**src/rtl/gpio_sfr_pkg.sv**
```systemverilog
// Shared definitions for the GPIO special-function register bank:
// register offsets within a port and the default port width.
package gpio_sfr_pkg;

  localparam int unsigned DEF_WIDTH = 16;
  localparam int unsigned REG_W     = 3;

  localparam logic [REG_W-1:0] REG_IN    = 3'd0;
  localparam logic [REG_W-1:0] REG_OUT   = 3'd1;
  localparam logic [REG_W-1:0] REG_DIR   = 3'd2;
  localparam logic [REG_W-1:0] REG_IE    = 3'd3;
  localparam logic [REG_W-1:0] REG_IFLAG = 3'd4;
  localparam logic [REG_W-1:0] REG_SET   = 3'd5;
  localparam logic [REG_W-1:0] REG_CLR   = 3'd6;
  localparam logic [REG_W-1:0] REG_TGL   = 3'd7;

endpackage

```
**src/rtl/gpio_sync.sv**
```systemverilog
// Multi-flop synchroniser bringing asynchronous pad inputs into the clk domain.
module gpio_sync #(
  parameter int unsigned WIDTH       = 16,
  parameter int unsigned SYNC_STAGES = 2
) (
  input  logic             clk,
  input  logic             RST,
  input  logic [WIDTH-1:0] d,
  output logic [WIDTH-1:0] q
);

  logic [WIDTH-1:0] stage_q [SYNC_STAGES];

  always_ff @(posedge clk or negedge RST) begin
    if (!RST) begin
      for (int unsigned i = 0; i < SYNC_STAGES; i++) stage_q[i] <= '0;
    end else begin
      stage_q[0] <= d;
      for (int unsigned i = 1; i < SYNC_STAGES; i++) stage_q[i] <= stage_q[i-1];
    end
  end

  assign q = stage_q[SYNC_STAGES-1];

endmodule

```
**src/rtl/gpio_sfr_bank.sv**
```systemverilog
// Memory-mapped GPIO register bank: per-port IN/OUT/DIR/IE/IFLAG with
// atomic set/clear/toggle aliases and a combined change interrupt.
module gpio_sfr_bank
  import gpio_sfr_pkg::*;
#(
  parameter  int unsigned WIDTH       = DEF_WIDTH,
  parameter  int unsigned PORTS       = 2,
  parameter  int unsigned SYNC_STAGES = 2,
  localparam int unsigned PW          = (PORTS > 1) ? $clog2(PORTS) : 1
) (
  input  logic                   clk,
  input  logic                   RST,
  input  logic [PW+2:0]          addr,
  input  logic                   wr_en,
  input  logic                   rd_en,
  input  logic [WIDTH-1:0]       wdata,
  output logic [WIDTH-1:0]       rdata,
  output logic                   rvalid,
  input  logic [PORTS*WIDTH-1:0] pin_in,
  output logic [PORTS*WIDTH-1:0] pin_out,
  output logic [PORTS*WIDTH-1:0] pin_oe,
  output logic                   irq
);

  logic [PW-1:0]          port_sel;
  logic [REG_W-1:0]       reg_sel;
  logic [PORTS*WIDTH-1:0] sync_all;
  logic [PORTS*WIDTH-1:0] ie_all;
  logic [PORTS*WIDTH-1:0] iflag_all;
  logic [PORTS-1:0]       pend;
  logic [WIDTH-1:0]       rd_mux;

  assign port_sel = addr[PW+2:REG_W];
  assign reg_sel  = addr[REG_W-1:0];

  for (genvar p = 0; p < PORTS; p++) begin : g_port
    logic             wr_hit;
    logic [WIDTH-1:0] sync_v, prev_q, out_q, dir_q, ie_q, iflag_q;
    logic [WIDTH-1:0] set_mask, clr_mask;

    // Out-of-range port indices never match, so such writes fall through.
    assign wr_hit = wr_en && (port_sel == PW'(p));

    gpio_sync #(.WIDTH(WIDTH), .SYNC_STAGES(SYNC_STAGES)) u_sync (
      .clk (clk),
      .RST (RST),
      .d   (pin_in[p*WIDTH +: WIDTH]),
      .q   (sync_v)
    );

    assign set_mask = (sync_v ^ prev_q) & ie_q;
    assign clr_mask = (wr_hit && reg_sel == REG_IFLAG) ? wdata : '0;

    always_ff @(posedge clk or negedge RST) begin
      if (!RST) begin
        prev_q  <= '0;
        out_q   <= '0;
        dir_q   <= '0;
        ie_q    <= '0;
        iflag_q <= '0;
      end else begin
        prev_q  <= sync_v;
        // Hardware set is ORed in after the W1C mask so a coincident change wins.
        iflag_q <= (iflag_q & ~clr_mask) | set_mask;
        if (wr_hit) begin
          case (reg_sel)
            REG_OUT: out_q <= wdata;
            REG_DIR: dir_q <= wdata;
            REG_IE:  ie_q  <= wdata;
            REG_SET: out_q <= out_q | wdata;
            REG_CLR: out_q <= out_q & ~wdata;
            REG_TGL: out_q <= out_q ^ wdata;
            default: ;
          endcase
        end
      end
    end

    assign pin_out[p*WIDTH +: WIDTH]   = out_q;
    assign pin_oe[p*WIDTH +: WIDTH]    = dir_q;
    assign sync_all[p*WIDTH +: WIDTH]  = sync_v;
    assign ie_all[p*WIDTH +: WIDTH]    = ie_q;
    assign iflag_all[p*WIDTH +: WIDTH] = iflag_q;
    assign pend[p]                     = |(iflag_q & ie_q);
  end

  // Read select; write-only offsets and absent ports return zero.
  always_comb begin
    rd_mux = '0;
    for (int unsigned p = 0; p < PORTS; p++) begin
      if (port_sel == PW'(p)) begin
        case (reg_sel)
          REG_IN:    rd_mux = sync_all[p*WIDTH +: WIDTH];
          REG_OUT:   rd_mux = pin_out[p*WIDTH +: WIDTH];
          REG_DIR:   rd_mux = pin_oe[p*WIDTH +: WIDTH];
          REG_IE:    rd_mux = ie_all[p*WIDTH +: WIDTH];
          REG_IFLAG: rd_mux = iflag_all[p*WIDTH +: WIDTH];
          default:   rd_mux = '0;
        endcase
      end
    end
  end

  always_ff @(posedge clk or negedge RST) begin
    if (!RST) begin
      rdata  <= '0;
      rvalid <= 1'b0;
      irq    <= 1'b0;
    end else begin
      rvalid <= rd_en;
      if (rd_en) rdata <= rd_mux;
      irq <= |pend;
    end
  end

endmodule

```
**config.mk**
```make
export PLATFORM = sky130hd
export DESIGN_NAME = gpio_sfr_bank
export DESIGN_NICKNAME = d
export VERILOG_FILES = /design/src/rtl/gpio_sfr_pkg.sv /design/src/rtl/gpio_sync.sv /design/src/rtl/gpio_sfr_bank.sv
export SDC_FILE = /design/constraint.sdc
export NUM_CORES = 1
export LEC_CHECK = 0
export ABC_AREA = 1
export ABC_CLOCK_PERIOD_IN_PS = 1250
export CORE_MARGIN = 1.5
export CORE_UTILIZATION = 50
export CTS_BUF_LIST = sky130_fd_sc_hd__clkbuf_2
export DETAILED_ROUTE_END_ITERATION = 10
export PLACE_DENSITY_LB_ADDON = 0.15
export SLEW_MARGIN = 10
export SYNTH_ARGS = -nofsm -noshare
export SYNTH_HDL_FRONTEND = slang
export SYNTH_SLANG_ARGS = --single-unit
export TNS_END_PERCENT = 100
```
**constraint.sdc**
```tcl
create_clock -name clk -period 1.25 [get_ports clk]
set_input_delay 0.25 -clock clk [delete_from_list [all_inputs] [get_ports clk]]
set_output_delay 0.25 -clock clk [all_outputs]
set_load 0.1 [all_outputs]
```
# After elaboration in Yosys (flattened, before gate mapping)
# Cells that the tools add are included.
dict set report word_totals {
  out_inout_bits 82
  register_bits 242
  elab_cells 64
  in_bits 56
}
dict set report classes {
  reduce_logical 13
  bitwise_logic 20
  n_eq_ne 7
  n_mux 7
}
# op count
set op_table {}
lappend op_table {{case mux 16 bit (5 select lines)} 2}
lappend op_table {{AND 16 bit} 8}
lappend op_table {{case mux 16 bit (4 select lines)} 2}
lappend op_table {{OR 16 bit} 4}
lappend op_table {{bitwise XOR 16 bit} 4}
lappend op_table {{2-to-1 mux 16 bit} 3}
lappend op_table {{NOT 16 bit} 3}
lappend op_table {{OR reduction 32 bit} 1}
lappend op_table {{== test 3 bit, second input constant} 4}
lappend op_table {{AND reduction 2 bit} 6}
lappend op_table {{== test 3 x 2 -> 1 bit, second input constant} 2}
lappend op_table {{logical AND 1 bit} 4}
lappend op_table {{nonzero test 4 bit} 1}
lappend op_table {{== test 3 x 1 -> 1 bit, second input constant} 1}
lappend op_table {{zero test 3 bit} 1}
lappend op_table {{NOT 1 bit} 1}

# Depth between registers and ports, before layout
dict set report logic_depth {
  depth_word 7
  mapped_depth 10
  depth_no_buf 9
}

# Hierarchy
# A second synthesis with hierarchy kept.
dict set report hier_totals {
  hier_cells 1445
  area_unflattened_um2 12110.4
}
# mod seq_area_each_um2 cells_per_inst area_each_um2 n_inst
set by_module_without_submodules {}
lappend by_module_without_submodules {gpio_sfr_bank 4454.3 1349 10268.6 1}
lappend by_module_without_submodules {gpio_sync 800.8 48 920.9 2}

# Worst setup path after synthesis
# OpenSTA, ideal clock, no wires.
dict set report synth_timing {
  path_kind {register to register}
  start {register g_port[1].out_q[10]}
  end {register g_port[1].out_q[10]}
  n_path_buf 0
  path_slack_ps -552
  t_arrival_ps 1676
  period_less_slack_ps 1802
  required_ps 1124
  setup_time_ps 126
  path_stages_with_launch 7
  path_cell_list {dfrtp_1 > inv_1 > ha_1 > nand2_1 > nand3_1 > o21ai_0 > o21ai_1}
}
dict set report synth_via {
  elab_chain_cells 2
  elab_cells_between_ends 4
  cone_classes {mux: 1; bitwise: 3}
}
# element line_no
set synth_rtl {}
lappend synth_rtl {{from (decl)} gpio_sfr_bank.sv:38} ;# logic [WIDTH-1:0] sync_v, prev_q, out_q, dir_q, ie_q, iflag_q;
lappend synth_rtl {{from (signal assigned)} gpio_sfr_bank.sv:67} ;# REG_OUT: out_q <= wdata;
lappend synth_rtl {{from (signal assigned)} gpio_sfr_bank.sv:70} ;# REG_SET: out_q <= out_q | wdata;
lappend synth_rtl {{from (signal assigned)} gpio_sfr_bank.sv:71} ;# REG_CLR: out_q <= out_q & ~wdata;
lappend synth_rtl {{bitwise XOR 16 bit, or another cell as far along} gpio_sfr_bank.sv:72} ;# REG_TGL: out_q <= out_q ^ wdata;
lappend synth_rtl {{case mux 16 bit (4 select lines) *} gpio_sfr_bank.sv:66} ;# case (reg_sel)
# Mark *: on every way between the ends. The rest lies on a longest branch, timed or not.
# A chain may end at the register's enable or synchronous reset.

# Final worst setup path
dict set report layout_timing {
  start {register g_port[1].out_q[15]}
  end {output pin_out[31]}
}
# element line_no
set layout_lines {}
lappend layout_lines {{to (decl)} gpio_sfr_bank.sv:20} ;# output logic [PORTS*WIDTH-1:0] pin_out,
# No word-level cell between the ends.

==> impl_summary.log <==
[metrics] run status: finished, violations left
[metrics] failing checks: negative setup slack
[metrics] RSZ-0062 raised after global routing: true
[metrics] most instantiated cells after synthesis: sky130_fd_sc_hd__nand2_1 (389), sky130_fd_sc_hd__dfrtp_1 (242), sky130_fd_sc_hd__o21ai_0 (143)
[metrics] number of nets with antenna violations after detailed routing: 0
[metrics] HPWL Detailed: 27700 um
[metrics] flops & latches, synth: 242
[metrics] buffer type at the clock tree root: sky130_fd_sc_hd__clkbuf_2
[metrics] Max clock buf depth: 3
[metrics] Required @ worst endpoint: 1.00 ns
[metrics] total of buffers placed on input and output ports: 137
[metrics] count of maximum capacitance violations: 0
[metrics] total core area: 0.0233 mm2
[metrics] Warnings, synthesis: 0
[metrics] detailed-routing iteration count for the pre-antenna-repair pass: 5
[metrics] final period utilization: 1.55
[metrics] number of failing setup endpoints in the final timing report: about 130
[metrics] worst setup path class: flip-flop to primary output
[metrics] number of global-route vias before repair: roughly 12000
[metrics] fraction of synthesized cell area in xor and xnor cells: 0.000739
[metrics] detail-routed via count per cell: around 5.7
[metrics] Post-DP Area: around 0.016 mm2
[metrics] peak supply drop: roughly 1.1 mV
[metrics] die area: ~0.025 mm2
[metrics] average cell area after synthesis: 8.40 um2
[metrics] largest fanout on the critical path: 2
[metrics] top cell type by total area after synthesis: sky130_fd_sc_hd__dfrtp_1
[metrics] timing-limited maximum frequency: between 500 and 600 MHz
[metrics] distinct cell type count of the synthesized netlist: 26
[metrics] logic gate share of total power: 0.441
[metrics] ratio of cells with drive above 1 in the final layout: 0.382
[metrics] cell count after synthesis: between 1000 and 1500
[metrics] share of async-settable or async-resettable flops after synthesis: 1.00
[metrics] Worst slew margin: 0.601
[metrics] total CTS buffers: 67
[metrics] Post-route DRC: 0
[metrics] cell area after layout: approximately 0.018 mm2
[metrics] Total GRT Usage: 0.356
[metrics] clk_skew: slightly below 0.1 ns
[metrics] Synth Area in Adders: 0.0676
[metrics] total power draw: around 0.029 W
[metrics] largest family of logic cells by synthesized area: simple AND/OR/NAND/NOR gates
[metrics] Hold WC Path Type: input port to flip-flop
[metrics] count of boundary I/O pins: 138
[metrics] fraction of power consumed by sequential logic: 0.353
[metrics] die outline width: ~160 um
[metrics] Post-synth top flop: sky130_fd_sc_hd__dfrtp_1
[metrics] wire length of the first global-routing pass: about 66000 um
[metrics] total number of vias: approximately 13000
[metrics] initial antenna violation count: 1
[metrics] Initial Utilization: 0.508
[metrics] CTS tree: yes
[metrics] most frequently used cell type in the post-synthesis netlist: sky130_fd_sc_hd__nand2_1
[metrics] number of filler instances in the final layout: around 1500
[metrics] category of the worst setup path capture point: primary output
[metrics] time the final worst path needs with I/O delays and setup: roughly 1.9 ns
[metrics] post-synthesis cell area: approximately 0.012 mm2
[metrics] switching part of the total power: 0.422
[metrics] fraction of synthesized cell area taken by the top area cell type: 0.511
[metrics] power density over the cells: 1560 mW/mm2
[metrics] final setup slack of the worst path: -0.687 ns
[metrics] leading cell types by total area after synthesis: sky130_fd_sc_hd__dfrtp_1 (51%), sky130_fd_sc_hd__nand2_1 (12%), sky130_fd_sc_hd__ha_1 (6.8%), sky130_fd_sc_hd__o21ai_0 (6.0%), sky130_fd_sc_hd__nand3_1 (4.8%)
[metrics] Clock transition at path regs: about 0.12 ns
[metrics] NetSw: 0.0121 W
[metrics] compound-cell area share of the yosys netlist: 0.106
[metrics] Worst-Skew Late Latency: 0.87 ns
[metrics] number of design-rule violations left by the first detailed-router iteration: about 1300
[metrics] Internal: 0.0167 W
[metrics] area share of and/or/nand/nor cells after synthesis: 0.235
[metrics] max-slew violation count: 0
[metrics] clock sinks: 242
[metrics] grt ovf: 0
[metrics] leakage power total: roughly 9 nW
[metrics] power share of the clock group: 0.206
[metrics] Core Rows: 56
[metrics] share of the yosys chip area belonging to registers: 0.511
[metrics] H-tree depth: 3
[metrics] die height: roughly 160 um
[metrics] slew at the pin with the worst max-slew slack: between 0.5 and 0.6 ns
[metrics] endpoints failing hold: 0
[metrics] total wire length: roughly 45000 um
[metrics] multiplexer share of the synthesized area: 0
[metrics] pin count of the biggest net entering global routing: 35
[metrics] Wirelength per Cell: approximately 21 um
[metrics] Post-synth EDFFs: 0
[metrics] area grow syn2layout: 56.0%
[metrics] element type at the critical path start: flip-flop
[metrics] number of nets in the final layout: slightly below 2000
[metrics] Arr. time, crit path: between 1.5 and 2 ns
[metrics] pre-CTS setup slack: -0.739 ns
[metrics] post-synth net total: about 1500
[metrics] RD Place Congestion: roughly 0.9
## worst max-delay path, stage by stage, from the launching register on
cell and delay, ns:
sky130_fd_sc_hd__dfrtp_4 0.53, sky130_fd_sc_hd__buf_6 0.13, sky130_fd_sc_hd__buf_12 0.15
## stage by stage
step,util,hold slack (ns),TNS [ns],instances
2_1_floorplan,-,-0.0456,-2.83,1411
3_3_place_gp,0.673,0.159,-89.03,1933
3_5_place_dp,0.673,0.163,-94.59,1933
4_1_cts,0.760,0.0336,-46.05,2160
5_1_grt,0.792,-0.00140,-53.49,2193
6_report,0.792,0.0452,-45.79,2193
## final timing paths
path | startpoint | endpoint | slack [ns] | cells after the start
setup / recovery | g_port[1].out_q[15]$_DFFE_PN0P_ | pin_out[31] | -0.69 | 2
hold / removal | addr[0] | rdata[0]$_DFFE_PN0P_ | 0.05 | 6
setup reg to reg | g_port[0].out_q[5]$_DFFE_PN0P_ | g_port[0].out_q[5]$_DFFE_PN0P_ | -0.27 | 8
hold reg to reg | g_port[1].u_sync.stage_q[25]$_DFF_PN0_ | g_port[1].u_sync.q[9]$_DFF_PN0_ | 0.33 | 0
max in group asynchronous | RST | rdata[6]$_DFFE_PN0P_ | 0.91 | 3
min in group asynchronous | RST | g_port[0].dir_q[0]$_DFFE_PN0P_ | 0.06 | 3
## sequential cells by signal, summed over array words and instances (netlist names)
name / count
rvalid: 1
g_port.u_sync.stage_q: 32
irq: 1
g_port.dir_q: 32
g_port.u_sync.q: 32
g_port.prev_q: 32
g_port.ie_q: 32
g_port.iflag_q: 32
rdata: 16
g_port.out_q: 32
## timing repair
action                                  CTS  global route
buffers inserted                         80            41
hold endpoints to repair                275             0
resized for setup                       124           145
hold buffers                             35             0
endpoints found under the setup margin   98           131
pin swaps                                32           105
## routing by layer
layer,GRT usage,vias up,share of wire
met5,0,-,0
met4,0.205,0,0.067
met3,0.0738,245,0.10
met2,0.563,827,0.46
met1,0.457,6042,0.37
li1,-,5493,-
## placed cells by master, fill, tap and decap left out, types with 3 or more instances in the layout
cell type	netlist	routed
sky130_fd_sc_hd__buf_4	13	163
sky130_fd_sc_hd__buf_6	2	62
sky130_fd_sc_hd__inv_1	140	102
sky130_fd_sc_hd__nor2_2	4	13
sky130_fd_sc_hd__dfrtp_1	242	173
sky130_fd_sc_hd__o21ai_2	0	16
sky130_fd_sc_hd__o21ai_0	143	100
sky130_fd_sc_hd__clkinv_2	0	3
sky130_fd_sc_hd__dfrtp_4	0	32
sky130_fd_sc_hd__nand4_1	62	62
sky130_fd_sc_hd__dlygate4sd3_1	0	34
sky130_fd_sc_hd__nand2_1	389	339
sky130_fd_sc_hd__nand2_4	1	3
sky130_fd_sc_hd__inv_2	5	13
sky130_fd_sc_hd__nand3_1	114	79
sky130_fd_sc_hd__dfrtp_2	0	37
sky130_fd_sc_hd__inv_4	2	33
sky130_fd_sc_hd__nor2_4	2	5
sky130_fd_sc_hd__a22o_1	9	9
sky130_fd_sc_hd__a21oi_1	11	5
sky130_fd_sc_hd__a21oi_2	0	5
sky130_fd_sc_hd__clkinv_1	1	12
sky130_fd_sc_hd__nand2_2	6	54
sky130_fd_sc_hd__nand3_2	1	36
sky130_fd_sc_hd__nor2_1	59	47
sky130_fd_sc_hd__o21ai_1	82	109
sky130_fd_sc_hd__clkdlybuf4s50_1	0	52
sky130_fd_sc_hd__clkbuf_2	0	93
sky130_fd_sc_hd__buf_12	0	105
sky130_fd_sc_hd__ha_4	0	31
sky130_fd_sc_hd__ha_1	64	32
## cell families after synthesis
group / after synthesis
and+or+nand+nor: 640
adders and majority gates: 64
xor gates and xnor gates: 1
buffers and inverters: 219
DFF: 242
AOI/OAI and AO/OA: 245
## final cells by class
class,count,area [um2],area share
repair buffers,419,4910,0.266
well taps,319,399,0.0216
clock inverters,20,144,0.00779
diodes,2,5.00,0.000271
clock buffers,93,465,0.0252
flip-flops and latches,242,6220,0.337
multi-input cells,950,5690,0.308
inverters,148,638,0.0345
## power groups by stage
stage / Combinational, W / Clock (W) / Sequential [W]
after floorplan: 0.00220 / 0 / 0.0136
after global placement: 0.00974 / 0 / 0.0105
after detailed placement: 0.00994 / 0 / 0.0105
after CTS: 0.0116 / 0.00596 / 0.0101
after global routing: 0.0132 / 0.00643 / 0.0102
final: 0.0127 / 0.00594 / 0.0102
(Power assumes the default switching activity.)
==> RTL edit: new RTL, same settings <==
Make the reset (`RST`) synchronous in 3 clocked blocks. Comments in the files are not updated.
--- a/src/rtl/gpio_sync.sv
+++ b/src/rtl/gpio_sync.sv
@@ -11,7 +11,7 @@
 
   logic [WIDTH-1:0] stage_q [SYNC_STAGES];
 
-  always_ff @(posedge clk or negedge RST) begin
+  always_ff @(posedge clk) begin
     if (!RST) begin
       for (int unsigned i = 0; i < SYNC_STAGES; i++) stage_q[i] <= '0;
     end else begin
--- a/src/rtl/gpio_sfr_bank.sv
+++ b/src/rtl/gpio_sfr_bank.sv
@@ -51,7 +51,7 @@
     assign set_mask = (sync_v ^ prev_q) & ie_q;
     assign clr_mask = (wr_hit && reg_sel == REG_IFLAG) ? wdata : '0;
 
-    always_ff @(posedge clk or negedge RST) begin
+    always_ff @(posedge clk) begin
       if (!RST) begin
         prev_q  <= '0;
         out_q   <= '0;
@@ -101,7 +101,7 @@
     end
   end
 
-  always_ff @(posedge clk or negedge RST) begin
+  always_ff @(posedge clk) begin
     if (!RST) begin
       rdata  <= '0;
       rvalid <= 1'b0;
Check against the original RTL: differs if RST is asserted again (counterexample within 4 cycles, from zero or initial values and one cycle with RST low); with RST held inactive, the same outputs for 4 cycles.
==> RTL edit against the unedited design <==
- the run still ends with negative setup slack left
- die area down 3.3%
- area after synthesis down 3.4%
- hold slack worse by 0.014 ns
- via count down 5.2%
- cell area down 11%
- routed wire length down 12%
- non-clock buffer count down 74
- critical path type unchanged
- largest cell class is now multi-input gates
- sequential cell count unchanged
- setup slack better by 0.23 ns
- fmax up 13%
- highest routed layer is now met5
- clock skew down 0.047 ns
Power is not compared: it rests on default switching activity, and its combinational part moved more than twofold at a synthesized area within 25%.
==> RTL edit: results (changes against the unedited design) <==
| Metric | Value |
|---|---|
| Commonest cells in the netlist | 340 x nand2_1, 242 x dfxtp_1, 192 x inv_1 |
| Synth Area in Compound Gates | 16.48% (+5.8 points) |
| Actual slew at the worst max-slew pin | 0.4511 ns (-0.1456 ns) |
| Via count | 11950 (-5.2%) |
| Met3 Usage GRT | 6.584% (-0.79 points) |
| GRT Resource Usage Total | 32.85% (-2.8 points) |
| Non-clock buffering overhead | 25.61% (-0.97 points) |
| WHS Endpoint | g_port[0].out_q[14] |
| Number of global-route vias before repair | 11160 (-7.9%) |
| Setup TNS | -33.77 ns (+12.02 ns) |
| Wire length on met1 | 16.38 mm (-2.0%) |
| Seq area share | 30.95% (-2.7 points) |
| Clkbuf count | 83 (-11%) |
| Highest routed layer | met5 |
| Multi-input gates | 1016 (+6.9%) |
| Status | complete, but fails checks |
| Post-Synth Adder-Cell Area | 6.996% (+0.24 points) |
| Placed Cells | 1987 (+2.8%) |
| Main flop type after synthesis | dfxtp_1 |
| Share of cells above drive strength 1 | 25.17% (-13 points) |
| Starting DRT DRC Count | 1232 (-7.4%) |
| Setup-failing EPs final | 84 (-34%) |
| Tapcell Cnt | 285 (-11%) |
| Final WS setup | -0.4622 ns (+0.2253 ns) |
| Post-DP HPWL | 26.96 mm (-2.8%) |
| Violated checks | negative setup slack |
| Unique masters post-synth | 29 (+12%) |
| Clock slew at reported path FFs | 0.10 ns (-0.02 ns) |
| First-pass GRT wire length | 60.87 mm (-7.5%) |
| R2r startpoint | g_port[0].out_q[1] |
| Reg2reg end | rdata[1] |
| Sequential cell area fraction in the yosys report | 42.33% (-8.8 points) |
| CP Capture Point | pin_out[5] |
| Area growth from synthesis to layout | 44.46% |
| Placed Area | 14920 sq um (-5.0%) |
| Gpl congestion | 0.9045 (+0.24%) |
| WP data arrival | 1.46 ns (-0.23 ns) |
| Hold Path Stages | 3 (-3) |
| Hold_sp | wdata[14] |
| Initial antenna violation count | 2 (+1) |
| # diodes | 1 (-1) |
| Met1 track demand over resource | 43.33% (-2.4 points) |
| Largest net degree at the start of global routing | 53 (+51%) |
## RTL edit: cell count changes after synthesis, moves of 14 or more
cell,unedited run,this run
dfrtp_1,242,0
clkbuf_1,16,45
dfxtp_1,0,242
o21ai_1,82,6
a41oi_1,0,23
a21oi_1,11,157
nand3_1,114,84
xor2_1,0,23
inv_1,140,192
nand2_1,389,340
nand4_1,62,76
## RTL edit: timing repair
| item | in CTS | in global routing |
|---|---|---|
| buffers inserted | 59 | 6 |
| setup endpoints to repair | 82 | 107 |
| pin swaps | 0 | 17 |
| cloned | 0 | 0 |
| hold buffers | 36 | 0 |
| endpoints found under the hold margin | 209 | 0 |
| gates resized for setup | 55 | 42 |
## RTL edit: power by group through the flow
stage	Combinational, mW	Sequential (mW)	Clock, mW
2_1_floorplan	0.971	8.96	0
3_3_place_gp	2.92	8.39	0
3_5_place_dp	2.97	8.40	0
4_1_cts	3.24	8.11	5.19
5_1_grt	3.52	8.14	5.64
6_report	3.34	8.11	5.13
